===== src/rtl/dma_pkg.sv =====
`default_nettype none
// +-------------------------------------------------------------+
// | dma_pkg: register map, bit positions, FSM states, ROM check  |
// | rev 1.0                                                      |
// +-------------------------------------------------------------+
package dma_pkg;

  localparam logic [2:0] REG_SRC    = 3'd0;
  localparam logic [2:0] REG_DST    = 3'd1;
  localparam logic [2:0] REG_LEN    = 3'd2;
  localparam logic [2:0] REG_CTRL   = 3'd3;
  localparam logic [2:0] REG_STATUS = 3'd4;

  localparam int CTRL_START  = 0;
  localparam int CTRL_IRQ_EN = 1;
  localparam int CTRL_ABORT  = 2;

  localparam int STAT_BUSY    = 0;
  localparam int STAT_DONE    = 1;
  localparam int STAT_ERROR   = 2;
  localparam int STAT_ABORTED = 3;

  typedef enum logic [1:0] {
    IDLE  = 2'd0,
    READ  = 2'd1,
    WRITE = 2'd2,
    DONE  = 2'd3
  } dma_state_e;

  // The ROM window is not reachable from the DMA master port.
  function automatic logic is_rom_addr(input logic [31:0] addr);
    return addr[30:29] == 2'b00;
  endfunction

endpackage
`default_nettype wire


===== src/rtl/dma_controller_if.sv =====
`default_nettype none
// +-------------------------------------------------------------+
// | dma_controller_if: MMIO slave channels + DMA master channels |
// | rev 1.0                                                      |
// +-------------------------------------------------------------+
interface dma_controller_if;
  logic [31:0] regWriteAddress;
  logic        regWriteValid;
  logic        regWriteReady;
  logic [31:0] regWriteData;
  logic        regWriteValidData;
  logic        regWriteReadyData;
  logic [31:0] regReadAddress;
  logic        regReadValid;
  logic        regReadReady;
  logic [31:0] regReadData;
  logic        regReadValidData;
  logic        regReadReadyData;

  logic [31:0] dmaAxiWriteAddress;
  logic        dmaAxiWriteValid;
  logic        dmaAxiWriteReady;
  logic [31:0] dmaAxiWriteData;
  logic        dmaAxiWriteValidData;
  logic        dmaAxiWriteReadyData;
  logic [31:0] dmaAxiReadAddress;
  logic        dmaAxiReadValid;
  logic        dmaAxiReadReady;
  logic [31:0] dmaAxiReadData;
  logic        dmaAxiReadValidData;
  logic        dmaAxiReadReadyData;

  logic        doneIrq;

  // Engine side
  modport slave (
    input  regWriteAddress, regWriteValid, regWriteData, regWriteValidData,
    input  regReadAddress, regReadValid, regReadReadyData,
    output regWriteReady, regWriteReadyData, regReadReady, regReadData, regReadValidData,
    output dmaAxiWriteAddress, dmaAxiWriteValid, dmaAxiWriteData, dmaAxiWriteValidData,
    output dmaAxiReadAddress, dmaAxiReadValid, dmaAxiReadReadyData,
    input  dmaAxiWriteReady, dmaAxiWriteReadyData, dmaAxiReadReady,
    input  dmaAxiReadData, dmaAxiReadValidData,
    output doneIrq
  );

  // CPU / interconnect side
  modport master (
    output regWriteAddress, regWriteValid, regWriteData, regWriteValidData,
    output regReadAddress, regReadValid, regReadReadyData,
    input  regWriteReady, regWriteReadyData, regReadReady, regReadData, regReadValidData,
    input  dmaAxiWriteAddress, dmaAxiWriteValid, dmaAxiWriteData, dmaAxiWriteValidData,
    input  dmaAxiReadAddress, dmaAxiReadValid, dmaAxiReadReadyData,
    output dmaAxiWriteReady, dmaAxiWriteReadyData, dmaAxiReadReady,
    output dmaAxiReadData, dmaAxiReadValidData,
    input  doneIrq
  );
endinterface
`default_nettype wire


===== src/rtl/dma_regfile.sv =====
`default_nettype none
// +-------------------------------------------------------------+
// | dma_regfile: MMIO decode, config/status storage, W1C, pulses |
// | rev 1.0                                                      |
// +-------------------------------------------------------------+
module dma_regfile
  import dma_pkg::*;
#(
  parameter int LEN_W = 16
) (
  input  logic             clock,
  input  logic             resetActiveLow,
  input  logic             wr_en,
  input  logic [31:0]      wr_addr,
  input  logic [31:0]      wr_data,
  input  logic [31:0]      rd_addr,
  output logic [31:0]      rd_data,
  input  logic             busy,
  input  logic [LEN_W-1:0] remaining,
  input  logic             set_done,
  input  logic             set_error,
  input  logic             set_aborted,
  input  logic             clr_status,
  output logic [31:0]      src,
  output logic [31:0]      dst,
  output logic [LEN_W-1:0] len,
  output logic             start,
  output logic             abort,
  output logic             done_irq
);

  logic [31:0]      src_q, src_d, dst_q, dst_d;
  logic [LEN_W-1:0] len_q, len_d;
  logic             irq_en_q, irq_en_d, done_q, done_d;
  logic             error_q, error_d, aborted_q, aborted_d;
  logic [2:0]       wr_sel, rd_sel;
  logic             unused_addr_bits;

  assign wr_sel = wr_addr[4:2];
  assign rd_sel = rd_addr[4:2];
  assign unused_addr_bits = &{1'b0, wr_addr[31:5], wr_addr[1:0], rd_addr[31:5], rd_addr[1:0]};

  // Pulses are combinational so the FSM acts on the same edge as the write.
  assign start = wr_en && (wr_sel == REG_CTRL) && wr_data[CTRL_START];
  assign abort = wr_en && (wr_sel == REG_CTRL) && wr_data[CTRL_ABORT];

  always_comb begin
    src_d     = src_q;
    dst_d     = dst_q;
    len_d     = len_q;
    irq_en_d  = irq_en_q;
    done_d    = done_q;
    error_d   = error_q;
    aborted_d = aborted_q;
    if (wr_en) begin
      case (wr_sel)
        REG_SRC:    if (!busy) src_d = wr_data;
        REG_DST:    if (!busy) dst_d = wr_data;
        REG_LEN:    if (!busy) len_d = wr_data[LEN_W-1:0];
        REG_CTRL:   irq_en_d = wr_data[CTRL_IRQ_EN];
        REG_STATUS: begin
          done_d    = done_q    & ~wr_data[STAT_DONE];
          error_d   = error_q   & ~wr_data[STAT_ERROR];
          aborted_d = aborted_q & ~wr_data[STAT_ABORTED];
        end
        default: ;
      endcase
    end
    if (clr_status) begin
      done_d    = 1'b0;
      error_d   = 1'b0;
      aborted_d = 1'b0;
    end
    // Engine events win over a software clear in the same cycle.
    if (set_done)    done_d    = 1'b1;
    if (set_error)   error_d   = 1'b1;
    if (set_aborted) aborted_d = 1'b1;
  end

  always_comb begin
    rd_data = 32'h0;
    case (rd_sel)
      REG_SRC:    rd_data = src_q;
      REG_DST:    rd_data = dst_q;
      REG_LEN:    rd_data = 32'(len_q);
      REG_CTRL:   rd_data[CTRL_IRQ_EN] = irq_en_q;
      REG_STATUS: begin
        rd_data[31:16]        = 16'(remaining);
        rd_data[STAT_BUSY]    = busy;
        rd_data[STAT_DONE]    = done_q;
        rd_data[STAT_ERROR]   = error_q;
        rd_data[STAT_ABORTED] = aborted_q;
      end
      default: ;
    endcase
  end

  always_ff @(posedge clock or negedge resetActiveLow) begin
    if (!resetActiveLow) begin
      src_q     <= 32'h0;
      dst_q     <= 32'h0;
      len_q     <= '0;
      irq_en_q  <= 1'b0;
      done_q    <= 1'b0;
      error_q   <= 1'b0;
      aborted_q <= 1'b0;
    end else begin
      src_q     <= src_d;
      dst_q     <= dst_d;
      len_q     <= len_d;
      irq_en_q  <= irq_en_d;
      done_q    <= done_d;
      error_q   <= error_d;
      aborted_q <= aborted_d;
    end
  end

  assign src      = src_q;
  assign dst      = dst_q;
  assign len      = len_q;
  assign done_irq = done_q && irq_en_q;

endmodule
`default_nettype wire


===== src/rtl/dma_controller.sv =====
`default_nettype none
// +-------------------------------------------------------------+
// | dma_controller: single-channel word-copy DMA engine          |
// | rev 1.0                                                      |
// +-------------------------------------------------------------+
module dma_controller
  import dma_pkg::*;
#(
  parameter int GRANT_WAIT = 1,
  parameter int LEN_W      = 16
) (
  input  logic             clock,
  input  logic             resetActiveLow,
  dma_controller_if.slave  bus
);

  localparam int             GW_W    = (GRANT_WAIT > 0) ? $clog2(GRANT_WAIT + 1) : 1;
  localparam logic [GW_W-1:0] GW_LOAD = GW_W'(GRANT_WAIT);

  dma_state_e       state_q, state_d;
  logic [31:0]      src_q, src_d, dst_q, dst_d, data_q, data_d;
  logic [LEN_W-1:0] rem_q, rem_d;
  logic [GW_W-1:0]  grant_q, grant_d;
  logic             abort_q, abort_d;

  logic [31:0]      cfg_src, cfg_dst;
  logic [LEN_W-1:0] cfg_len;
  logic             start, abort, busy;
  logic             set_done, set_error, set_aborted, clr_status;
  logic             read_done, write_done, bad_cfg;
  logic             unused_inputs;

  assign unused_inputs = &{1'b0, bus.regWriteValidData, bus.regReadValid, bus.regReadReadyData};

  dma_regfile #(.LEN_W(LEN_W)) u_regfile (
    .clock          (clock),
    .resetActiveLow (resetActiveLow),
    .wr_en          (bus.regWriteValid),
    .wr_addr        (bus.regWriteAddress),
    .wr_data        (bus.regWriteData),
    .rd_addr        (bus.regReadAddress),
    .rd_data        (bus.regReadData),
    .busy           (busy),
    .remaining      (rem_q),
    .set_done       (set_done),
    .set_error      (set_error),
    .set_aborted    (set_aborted),
    .clr_status     (clr_status),
    .src            (cfg_src),
    .dst            (cfg_dst),
    .len            (cfg_len),
    .start          (start),
    .abort          (abort),
    .done_irq       (bus.doneIrq)
  );

  assign busy       = (state_q == READ) || (state_q == WRITE);
  assign bad_cfg    = is_rom_addr(cfg_src) || (cfg_src[1:0] != 2'b00) || (cfg_dst[1:0] != 2'b00);
  // The grant-wait countdown gates only the read side.
  assign read_done  = bus.dmaAxiReadReady && bus.dmaAxiReadValidData && (grant_q == '0);
  assign write_done = bus.dmaAxiWriteReady && bus.dmaAxiWriteReadyData;

  always_comb begin
    state_d     = state_q;
    src_d       = src_q;
    dst_d       = dst_q;
    data_d      = data_q;
    rem_d       = rem_q;
    abort_d     = abort_q;
    grant_d     = (grant_q != '0) ? grant_q - 1'b1 : grant_q;
    set_done    = 1'b0;
    set_error   = 1'b0;
    set_aborted = 1'b0;
    clr_status  = 1'b0;
    case (state_q)
      IDLE: begin
        if (start) begin
          if (bad_cfg) begin
            set_error = 1'b1;
          end else if (cfg_len == '0) begin
            set_done = 1'b1;
          end else begin
            src_d      = cfg_src;
            dst_d      = cfg_dst;
            rem_d      = cfg_len;
            grant_d    = GW_LOAD;
            abort_d    = 1'b0;
            clr_status = 1'b1;
            state_d    = READ;
          end
        end
      end
      READ: begin
        if (abort) abort_d = 1'b1;
        if (read_done) begin
          data_d  = bus.dmaAxiReadData;
          state_d = WRITE;
        end
      end
      WRITE: begin
        if (abort) abort_d = 1'b1;
        if (write_done) begin
          src_d = src_q + 32'd4;
          dst_d = dst_q + 32'd4;
          rem_d = rem_q - 1'b1;
          if (rem_q == LEN_W'(1)) begin
            set_done = 1'b1;
            state_d  = DONE;
          end else if (abort_q || abort) begin
            set_aborted = 1'b1;
            abort_d     = 1'b0;
            state_d     = IDLE;
          end else begin
            state_d = READ;
          end
        end
      end
      DONE: begin
        abort_d = 1'b0;
        state_d = IDLE;
      end
      default: state_d = IDLE;
    endcase
  end

  always_ff @(posedge clock or negedge resetActiveLow) begin
    if (!resetActiveLow) begin
      state_q <= IDLE;
      src_q   <= 32'h0;
      dst_q   <= 32'h0;
      data_q  <= 32'h0;
      rem_q   <= '0;
      grant_q <= '0;
      abort_q <= 1'b0;
    end else begin
      state_q <= state_d;
      src_q   <= src_d;
      dst_q   <= dst_d;
      data_q  <= data_d;
      rem_q   <= rem_d;
      grant_q <= grant_d;
      abort_q <= abort_d;
    end
  end

  assign bus.regWriteReady        = 1'b1;
  assign bus.regWriteReadyData    = 1'b1;
  assign bus.regReadReady         = 1'b1;
  assign bus.regReadValidData     = 1'b1;
  assign bus.dmaAxiReadReadyData  = 1'b1;
  assign bus.dmaAxiReadValid      = (state_q == READ);
  assign bus.dmaAxiReadAddress    = src_q;
  assign bus.dmaAxiWriteValid     = (state_q == WRITE);
  assign bus.dmaAxiWriteValidData = (state_q == WRITE);
  assign bus.dmaAxiWriteAddress   = dst_q;
  assign bus.dmaAxiWriteData      = data_q;

endmodule
`default_nettype wire


===== src/flat_wrapper.sv =====
// flat-port wrapper written by rule: the top's interface ports become plain ports
module dma_controller_flat import dma_pkg::*;
#(
  parameter int GRANT_WAIT = 1,
  parameter int LEN_W      = 16
)
  (clock, resetActiveLow, bus_regWriteAddress, bus_regWriteValid, bus_regWriteData, bus_regWriteValidData, bus_regReadAddress, bus_regReadValid, bus_regReadReadyData, bus_regWriteReady, bus_regWriteReadyData, bus_regReadReady, bus_regReadData, bus_regReadValidData, bus_dmaAxiWriteAddress, bus_dmaAxiWriteValid, bus_dmaAxiWriteData, bus_dmaAxiWriteValidData, bus_dmaAxiReadAddress, bus_dmaAxiReadValid, bus_dmaAxiReadReadyData, bus_dmaAxiWriteReady, bus_dmaAxiWriteReadyData, bus_dmaAxiReadReady, bus_dmaAxiReadData, bus_dmaAxiReadValidData, bus_doneIrq);
  dma_controller_if bus_i ();
  input  logic clock;
  input  logic resetActiveLow;
  input wire logic [$bits(bus_i.regWriteAddress)-1:0] bus_regWriteAddress;
  input wire logic [$bits(bus_i.regWriteValid)-1:0] bus_regWriteValid;
  input wire logic [$bits(bus_i.regWriteData)-1:0] bus_regWriteData;
  input wire logic [$bits(bus_i.regWriteValidData)-1:0] bus_regWriteValidData;
  input wire logic [$bits(bus_i.regReadAddress)-1:0] bus_regReadAddress;
  input wire logic [$bits(bus_i.regReadValid)-1:0] bus_regReadValid;
  input wire logic [$bits(bus_i.regReadReadyData)-1:0] bus_regReadReadyData;
  output wire logic [$bits(bus_i.regWriteReady)-1:0] bus_regWriteReady;
  output wire logic [$bits(bus_i.regWriteReadyData)-1:0] bus_regWriteReadyData;
  output wire logic [$bits(bus_i.regReadReady)-1:0] bus_regReadReady;
  output wire logic [$bits(bus_i.regReadData)-1:0] bus_regReadData;
  output wire logic [$bits(bus_i.regReadValidData)-1:0] bus_regReadValidData;
  output wire logic [$bits(bus_i.dmaAxiWriteAddress)-1:0] bus_dmaAxiWriteAddress;
  output wire logic [$bits(bus_i.dmaAxiWriteValid)-1:0] bus_dmaAxiWriteValid;
  output wire logic [$bits(bus_i.dmaAxiWriteData)-1:0] bus_dmaAxiWriteData;
  output wire logic [$bits(bus_i.dmaAxiWriteValidData)-1:0] bus_dmaAxiWriteValidData;
  output wire logic [$bits(bus_i.dmaAxiReadAddress)-1:0] bus_dmaAxiReadAddress;
  output wire logic [$bits(bus_i.dmaAxiReadValid)-1:0] bus_dmaAxiReadValid;
  output wire logic [$bits(bus_i.dmaAxiReadReadyData)-1:0] bus_dmaAxiReadReadyData;
  input wire logic [$bits(bus_i.dmaAxiWriteReady)-1:0] bus_dmaAxiWriteReady;
  input wire logic [$bits(bus_i.dmaAxiWriteReadyData)-1:0] bus_dmaAxiWriteReadyData;
  input wire logic [$bits(bus_i.dmaAxiReadReady)-1:0] bus_dmaAxiReadReady;
  input wire logic [$bits(bus_i.dmaAxiReadData)-1:0] bus_dmaAxiReadData;
  input wire logic [$bits(bus_i.dmaAxiReadValidData)-1:0] bus_dmaAxiReadValidData;
  output wire logic [$bits(bus_i.doneIrq)-1:0] bus_doneIrq;
  assign bus_i.regWriteAddress = bus_regWriteAddress;
  assign bus_i.regWriteValid = bus_regWriteValid;
  assign bus_i.regWriteData = bus_regWriteData;
  assign bus_i.regWriteValidData = bus_regWriteValidData;
  assign bus_i.regReadAddress = bus_regReadAddress;
  assign bus_i.regReadValid = bus_regReadValid;
  assign bus_i.regReadReadyData = bus_regReadReadyData;
  assign bus_regWriteReady = bus_i.regWriteReady;
  assign bus_regWriteReadyData = bus_i.regWriteReadyData;
  assign bus_regReadReady = bus_i.regReadReady;
  assign bus_regReadData = bus_i.regReadData;
  assign bus_regReadValidData = bus_i.regReadValidData;
  assign bus_dmaAxiWriteAddress = bus_i.dmaAxiWriteAddress;
  assign bus_dmaAxiWriteValid = bus_i.dmaAxiWriteValid;
  assign bus_dmaAxiWriteData = bus_i.dmaAxiWriteData;
  assign bus_dmaAxiWriteValidData = bus_i.dmaAxiWriteValidData;
  assign bus_dmaAxiReadAddress = bus_i.dmaAxiReadAddress;
  assign bus_dmaAxiReadValid = bus_i.dmaAxiReadValid;
  assign bus_dmaAxiReadReadyData = bus_i.dmaAxiReadReadyData;
  assign bus_i.dmaAxiWriteReady = bus_dmaAxiWriteReady;
  assign bus_i.dmaAxiWriteReadyData = bus_dmaAxiWriteReadyData;
  assign bus_i.dmaAxiReadReady = bus_dmaAxiReadReady;
  assign bus_i.dmaAxiReadData = bus_dmaAxiReadData;
  assign bus_i.dmaAxiReadValidData = bus_dmaAxiReadValidData;
  assign bus_doneIrq = bus_i.doneIrq;
  dma_controller #(.GRANT_WAIT(GRANT_WAIT), .LEN_W(LEN_W)) u_core (.clock(clock), .resetActiveLow(resetActiveLow), .bus(bus_i));
endmodule

===== config.mk =====
export PLATFORM = sky130hd
export DESIGN_NAME = dma_controller_flat
export DESIGN_NICKNAME = d
export VERILOG_FILES = /design/src/rtl/dma_pkg.sv /design/src/rtl/dma_controller_if.sv /design/src/rtl/dma_regfile.sv /design/src/rtl/dma_controller.sv /design/src/flat_wrapper.sv
export SDC_FILE = /design/constraint.sdc
export NUM_CORES = 1
export LEC_CHECK = 0
export BUFFER_PORTS_ARGS = -buffer_cell sky130_fd_sc_hd__buf_2
export CORE_ASPECT_RATIO = 0.5
export CORE_UTILIZATION = 45
export CTS_CLUSTER_SIZE = 40
export DETAILED_ROUTE_END_ITERATION = 7
export PLACE_DENSITY_LB_ADDON = 0.1
export SYNTH_ARGS = -nofsm -noshare
export SYNTH_HDL_FRONTEND = slang
export SYNTH_SLANG_ARGS = --single-unit

===== constraint.sdc =====
create_clock -name clock -period 2.23 [get_ports clock]
set_input_delay 0.446 -clock clock [delete_from_list [all_inputs] [get_ports clock]]
set_output_delay 0.446 -clock clock [all_outputs]
set_load 0.005 [all_outputs]

# Word level (Yosys, flattened, before mapping)
# Index checks and enable logic that the tools add are counted.
[classes]
add_sub_neg = 4
n_eq_ne = 17
muxes = 70
bitwise = 8
n_reduce_logical = 36
[ops]
columns = ["operator", "count"]
rows = [
  ["$mux W32", 8],
  ["$pmux W32 S2", 2],
  ["$add A32 B3 Y32 const B", 2],
  ["$mux W16", 4],
  ["$pmux W16 S3", 1],
  ["$mux W1", 41],
  ["$pmux W12 S3", 1],
  ["$pmux W16 S2", 1],
  ["$reduce_bool A3 Y1", 6],
  ["$eq A16 B1 Y1 const B", 1],
  ["$logic_not A16 Y1", 1],
  ["$pmux W2 S4", 2],
  ["$sub A16 B1 Y16 const B", 1],
  ["$eq A3 B2 Y1 const B", 4],
  ["$mux W2", 6],
  ["$reduce_and A3 Y1", 4],
  ["$reduce_and A2 Y1", 5],
  ["$reduce_and A5 Y1", 2],
  ["$pmux W1 S4", 2],
  ["$logic_and A1 B1 Y1", 7],
  ["$eq A3 B1 Y1 const B", 2],
  ["$eq A3 B3 Y1 const B", 2],
  ["$logic_not A3 Y1", 2],
  ["$ne A2 B1 Y1 const B", 3],
  ["11 further kinds", 25],
]
[word_totals]
regBits = 200
in_bits = 138
word_cells = 149

# Logic depth before layout (Yosys ltp)
[logic_depth]
ltp_word = 10
depth_mapped = 10
depth_no_buf = 8

# Modules after synthesis
# Synthesis repeated with hierarchy kept, for this count alone.
[unflattened]
cells_unflattened = 1104
hier_area_um2 = 11123.2
[modules_own_cells]
columns = ["mod", "instances", "cells_each", "area_per_inst_um2", "seq_area_each_um2"]
rows = [
  ["dma_controller", 1, 765, 6929.1, 2902.8],
  ["dma_regfile", 1, 339, 4194.0, 2102.0],
]

# Worst setup path before layout
# OpenSTA, ideal clock, no wires.
[synth_timing]
kind = "reg2reg"
startpoint = "reg u_core.state_q[0]"
endpoint = "reg u_core.dst_q[21] (netlist: u_core.bus.dmaAxiWriteAddress[21])"
arrival_ns = 2.142
slack_ns = 0.005
stages_incl_launch_ff = 8
n_path_buf = 1
synth_period_minus_slack_ns = 2.225
path_cell_list = "dfrtp_1 -> inv_1 -> ha_1 -> nand2b_1 -> clkdlybuf4s50_2 -> nor3_1 -> a22oi_1 -> o21ai_0"
[synth_between]
elab_chain_len = 3
word_cells_on_any_way = 9
cone_classes = "5 x eq/ne; 1 x mux; 3 x reduce/logical"
[synth_lines]
columns = ["element", "line_no", "text"]
rows = [
  ["start, declared", "dma_controller.sv:20", "dma_state_e state_q, state_d;"],
  ["start signal, assigned", "dma_controller.sv:136", "state_q <= state_d;"],
  ["$eq A2 B2 Y1 *", "-", ""],
  ["via bus_dmaAxiWriteValid", "flat_wrapper.sv:24", "output wire logic [$bits(bus_i.dmaAxiWriteValid)-1:0] bus_dmaAxiWriteValid;"],
  ["$ne A2 B1 Y1 (no line) or $reduce_bool A2 Y1 (tied branches)", "-", ""],
  ["$reduce_and A5 Y1 (no line)", "-", ""],
  ["end signal, assigned", "dma_controller.sv:138", "dst_q <= dst_d;"],
  ["end, declared", "dma_controller.sv:21", "logic [31:0] src_q, src_d, dst_q, dst_d, data_q, data_d;"],
]
# Mark *: on every way through the listed nets, which the timed path passes. The rest lies on a longest branch.
# A chain may end at the register's enable or synchronous reset.

# Final worst setup path
[layout_timing]
startpoint = "reg u_core.u_regfile.len_q[1] (netlist: u_core.u_regfile.len[1])"
endpoint = "out bus_regReadData[1]"
[layout_between]
elab_chain_len = 1
[layout_lines]
columns = ["element", "line_no", "text"]
rows = [
  ["start, declared", "dma_regfile.sv:33", "logic [LEN_W-1:0] len_q, len_d;"],
  ["start signal, assigned", "dma_regfile.sv:110", "len_q <= len_d;"],
  ["$pmux W1 S5", "dma_regfile.sv:82", "case (rd_sel)"],
  ["end, declared", "flat_wrapper.sv:21", "output wire logic [$bits(bus_i.regReadData)-1:0] bus_regReadData;"],
]
# Every way passes these cells.

==> metrics.yaml <==
avgRoutedWirePerCell_um: 24.0
ios: 275
cts_made_buffers: 17
ir_drop_mv: 0.725
finalHoldViolCount: 0
crit_path_cell_trace: "buf_6, mux4_2, nand2_1, o31ai_1, buf_2"
drtIter0Drc: 1360
met2_length_mm: 18.8
via_per_inst: 6.15
arrival_ns: 1.74
dieWidth_um: 225
die_area_um2: 25400
stdcell_area_um2: 14600
via_count: 11187
skew_ns: 0.0164
crit_fanout: 3
r2r_slack_ns: 0.05
slowest_stage: "mux4_2"
cellInternalPower_w: 0.0109
worstMarginPinSlew_ns: 0.523
max_freq_mhz: 457
relSlewSlack: 0.648
layout.nets: 1616
antenna_found_initial: 1
netSwitchingPower_w: 0.00788
n_antenna_cell: 0
io_buffers: 208
start_util: 0.462
tns_ns: 0
wirelength_mm: 43.7
synth_edf_count: 0
fillers: 2157
placed_area_um2: 13800
yosysUniqueCellTypes: 82
crit_path_max_incr_delay_ns: 0.45
ys_seq_area_frac: 0.449
worstSetupEndpointType: "primary output"
cts_tree: "built"
critical_path_class: "flip-flop to primary output"
multiInputGateArea_um2: 5820
htreeDepth: 4
wl_met1_mm: 19.9
grt_max_degree: 49
p_leak_nw: 6.56
fin_crit_sh: 0.982
seq_area_um2: 5010
yosysWarnings: 0
gp_congestion: 0.965
met3_length_mm: 4.24
detailed_place_hpwl_mm: 32.6
clock_power_share: 0.177
rsz0062_at_grt: "true"
drc: 0
grt_pass1_vias: 10654
clkLatencyLatePin_ns: 0.47
cts_buffer_depth: 2
worstPathRequired_ns: 1.78
drive_above_1_share: 0.388
drv_slew: 0
postSynthAreaPerCell_um2: 9.79
p_per_area_nw_per_um2: 1290
start_kind: "flip-flop"
syn_inst: 1138
clock-root-buffer: "clkbuf_16"
cap_violations: 0
grt_usage: 0.347
path_clk_slew_ns: 0.08
chipHeight_um: 113
syn_area_um2: 11100
topRoutingLayerUsed: "met4"
comb_power_share: 0.461
outcome: "completed"
finalSetupViolations: 0
area_growth_pct: 30.7
grt_pass1_wl_mm: 65.4
fin_crit_ns: 2.19
p_sw_frac: 0.420
hold_path_class: "primary input to flip-flop"
rows: 40
power_frac_seq: 0.362
async_flop_share: 1.00
overflow: 0
ant_nets: 0
ys.flop_type: "dfrtp_1"
ys_ff_latch: 200
core_um2: 24100
cts_sinks: 200
drt_first_pass_iters: 5
-- synth_stat cells (all sizes together), types with 9 or more instances --
| cell | instances | area share |
|---|---|---|
| nor3 | 35 | 0.016 |
| mux2 | 113 | 0.11 |
| inv | 19 | 0.0064 |
| nand4 | 25 | 0.015 |
| nor4 | 28 | 0.018 |
| buf | 33 | 0.018 |
| nand2 | 74 | 0.025 |
| a21oi | 83 | 0.038 |
| and3 | 18 | 0.010 |
| nand3 | 47 | 0.022 |
| o311ai | 13 | 0.010 |
| and4 | 9 | 0.0071 |
| and2 | 10 | 0.0056 |
| mux2i | 37 | 0.033 |
| a31oi | 18 | 0.010 |
| or4 | 15 | 0.010 |
| clkbuf | 43 | 0.015 |
| nor2 | 103 | 0.035 |
| dfrtp | 200 | 0.45 |
| o21ai | 80 | 0.037 |
-- worst max-delay path: cells and delay by family (launching register included) --
family / cells / cell delay, ns
flops: 1 / 0.41
mux: 1 / 0.45
buf+inv: 2 / 0.28
compound gates: 1 / 0.06
simple gates: 1 / 0.08
-- path summary, 6_finish.rpt --
| check | from | to | depth (start not counted) |
|---|---|---|---|
| min in group asynchronous | resetActiveLow | u_core.u_regfile.dst[28]$_DFFE_PN0P_ | 2 |
| max in group asynchronous | resetActiveLow | u_core.bus.dmaAxiReadAddress[12]$_DFFE_PN0P_ | 3 |
| worst max register to register | u_core.u_regfile.len[2]$_DFFE_PN0P_ | u_core.bus.dmaAxiWriteAddress[25]$_DFFE_PN0P_ | 9 |
| worst min register to register | u_core.bus.dmaAxiReadAddress[0]$_DFFE_PN0P_ | u_core.bus.dmaAxiReadAddress[0]$_DFFE_PN0P_ | 1 |
| worst min-delay path | bus_dmaAxiReadData[13] | u_core.bus.dmaAxiWriteData[13]$_DFFE_PN0P_ | 2 |
| worst max-delay path | u_core.u_regfile.len[1]$_DFFE_PN0P_ | bus_regReadData[1] | 5 |
-- timing repair --
| item | 4_1_cts | 5_1_grt |
|---|---|---|
| setup endpoints to repair | 9 | 54 |
| hold endpoints to repair | 43 | 0 |
| setup buffers | 0 | 5 |
| pin swaps | 0 | 2 |
| hold buffers | 1 | 0 |
| resized for setup | 9 | 28 |
-- power groups by stage --
stage	logic, W	registers, W	clock network (W)
finish	0.00866	0.00679	0.00332
global route	0.00932	0.00692	0.00350
CTS	0.00841	0.00669	0.00335
detailed placement	0.00830	0.00673	0
global placement	0.00814	0.00669	0
floorplan	0.00422	0.00640	0
-- layout by cell type, fill, tap and decap left out, types with 5 or more instances in the layout --
cell type / count
nor4_1: 19
inv_8: 5
a31oi_1: 18
o31ai_1: 7
nand3_1: 46
o22ai_1: 8
clkbuf_16: 17
conb_1: 5
buf_6: 5
nor3_1: 33
a32oi_1: 8
dfrtp_1: 198
mux2i_1: 37
nor4_2: 7
o21ai_0: 77
nand4_1: 24
buf_12: 16
a21oi_1: 82
or3_1: 5
nand2_1: 72
o32ai_1: 5
buf_2: 207
buf_4: 156
and2_1: 10
nor2_1: 102
and3_1: 16
mux2_2: 112
and4_1: 8
ha_1: 5
or4_1: 12
nand2b_1: 7
nand4b_1: 6
o311ai_0: 9
inv_1: 16
a22oi_1: 6
-- cell type report --
cell class | count | share of cell area
flip-flops and latches | 200 | 0.344
well taps | 336 | 0.0289
inverters | 19 | 0.00490
clock inverters | 14 | 0.0122
multi-input cells | 846 | 0.400
clock buffers | 18 | 0.0302
repair buffers | 387 | 0.180
-- cells by family after synthesis --
logic type / synth area share
other cells: 0.000337
fa+ha+maj: 0.00786
flops: 0.449
buf+inv: 0.0411
mux: 0.149
simple gates: 0.187
compound gates: 0.165
-- state kept, by name (all words and copies together) (netlist names), 2 cells and up --
register,flops
u_core.bus.dmaAxiReadAddress,32
u_core.bus.dmaAxiWriteAddress,32
u_core.bus.dmaAxiWriteData,32
u_core.rem_q,16
u_core.state_q,2
u_core.u_regfile.dst,32
u_core.u_regfile.len,16
u_core.u_regfile.src,32
-- metrics by stage --
| stage | utilization | power, W | worst slack, ns | instances | hold slack, ns |
|---|---|---|---|---|---|
| after detailed placement | 0.571 | 0.0150 | -0.172 | 1782 | 0.434 |
| after global placement | 0.571 | 0.0148 | -0.0948 | 1782 | 0.427 |
| after global routing | 0.604 | 0.0197 | -0.0549 | 1820 | 0.195 |
| final | 0.604 | 0.0188 | 0.0408 | 1820 | 0.202 |
| after floorplan | - | 0.0106 | 0.00541 | 1142 | 0.150 |
| after CTS | 0.598 | 0.0185 | -0.00651 | 1815 | 0.187 |
-- per-layer routing --
metal  track usage  vias to the layer above
met5             0                        -
met4        0.0902                        0
met3        0.0774                       69
met2         0.508                      568
met1         0.515                     5595
li1              -                     4955
Power figures use the tool's default switching activity.
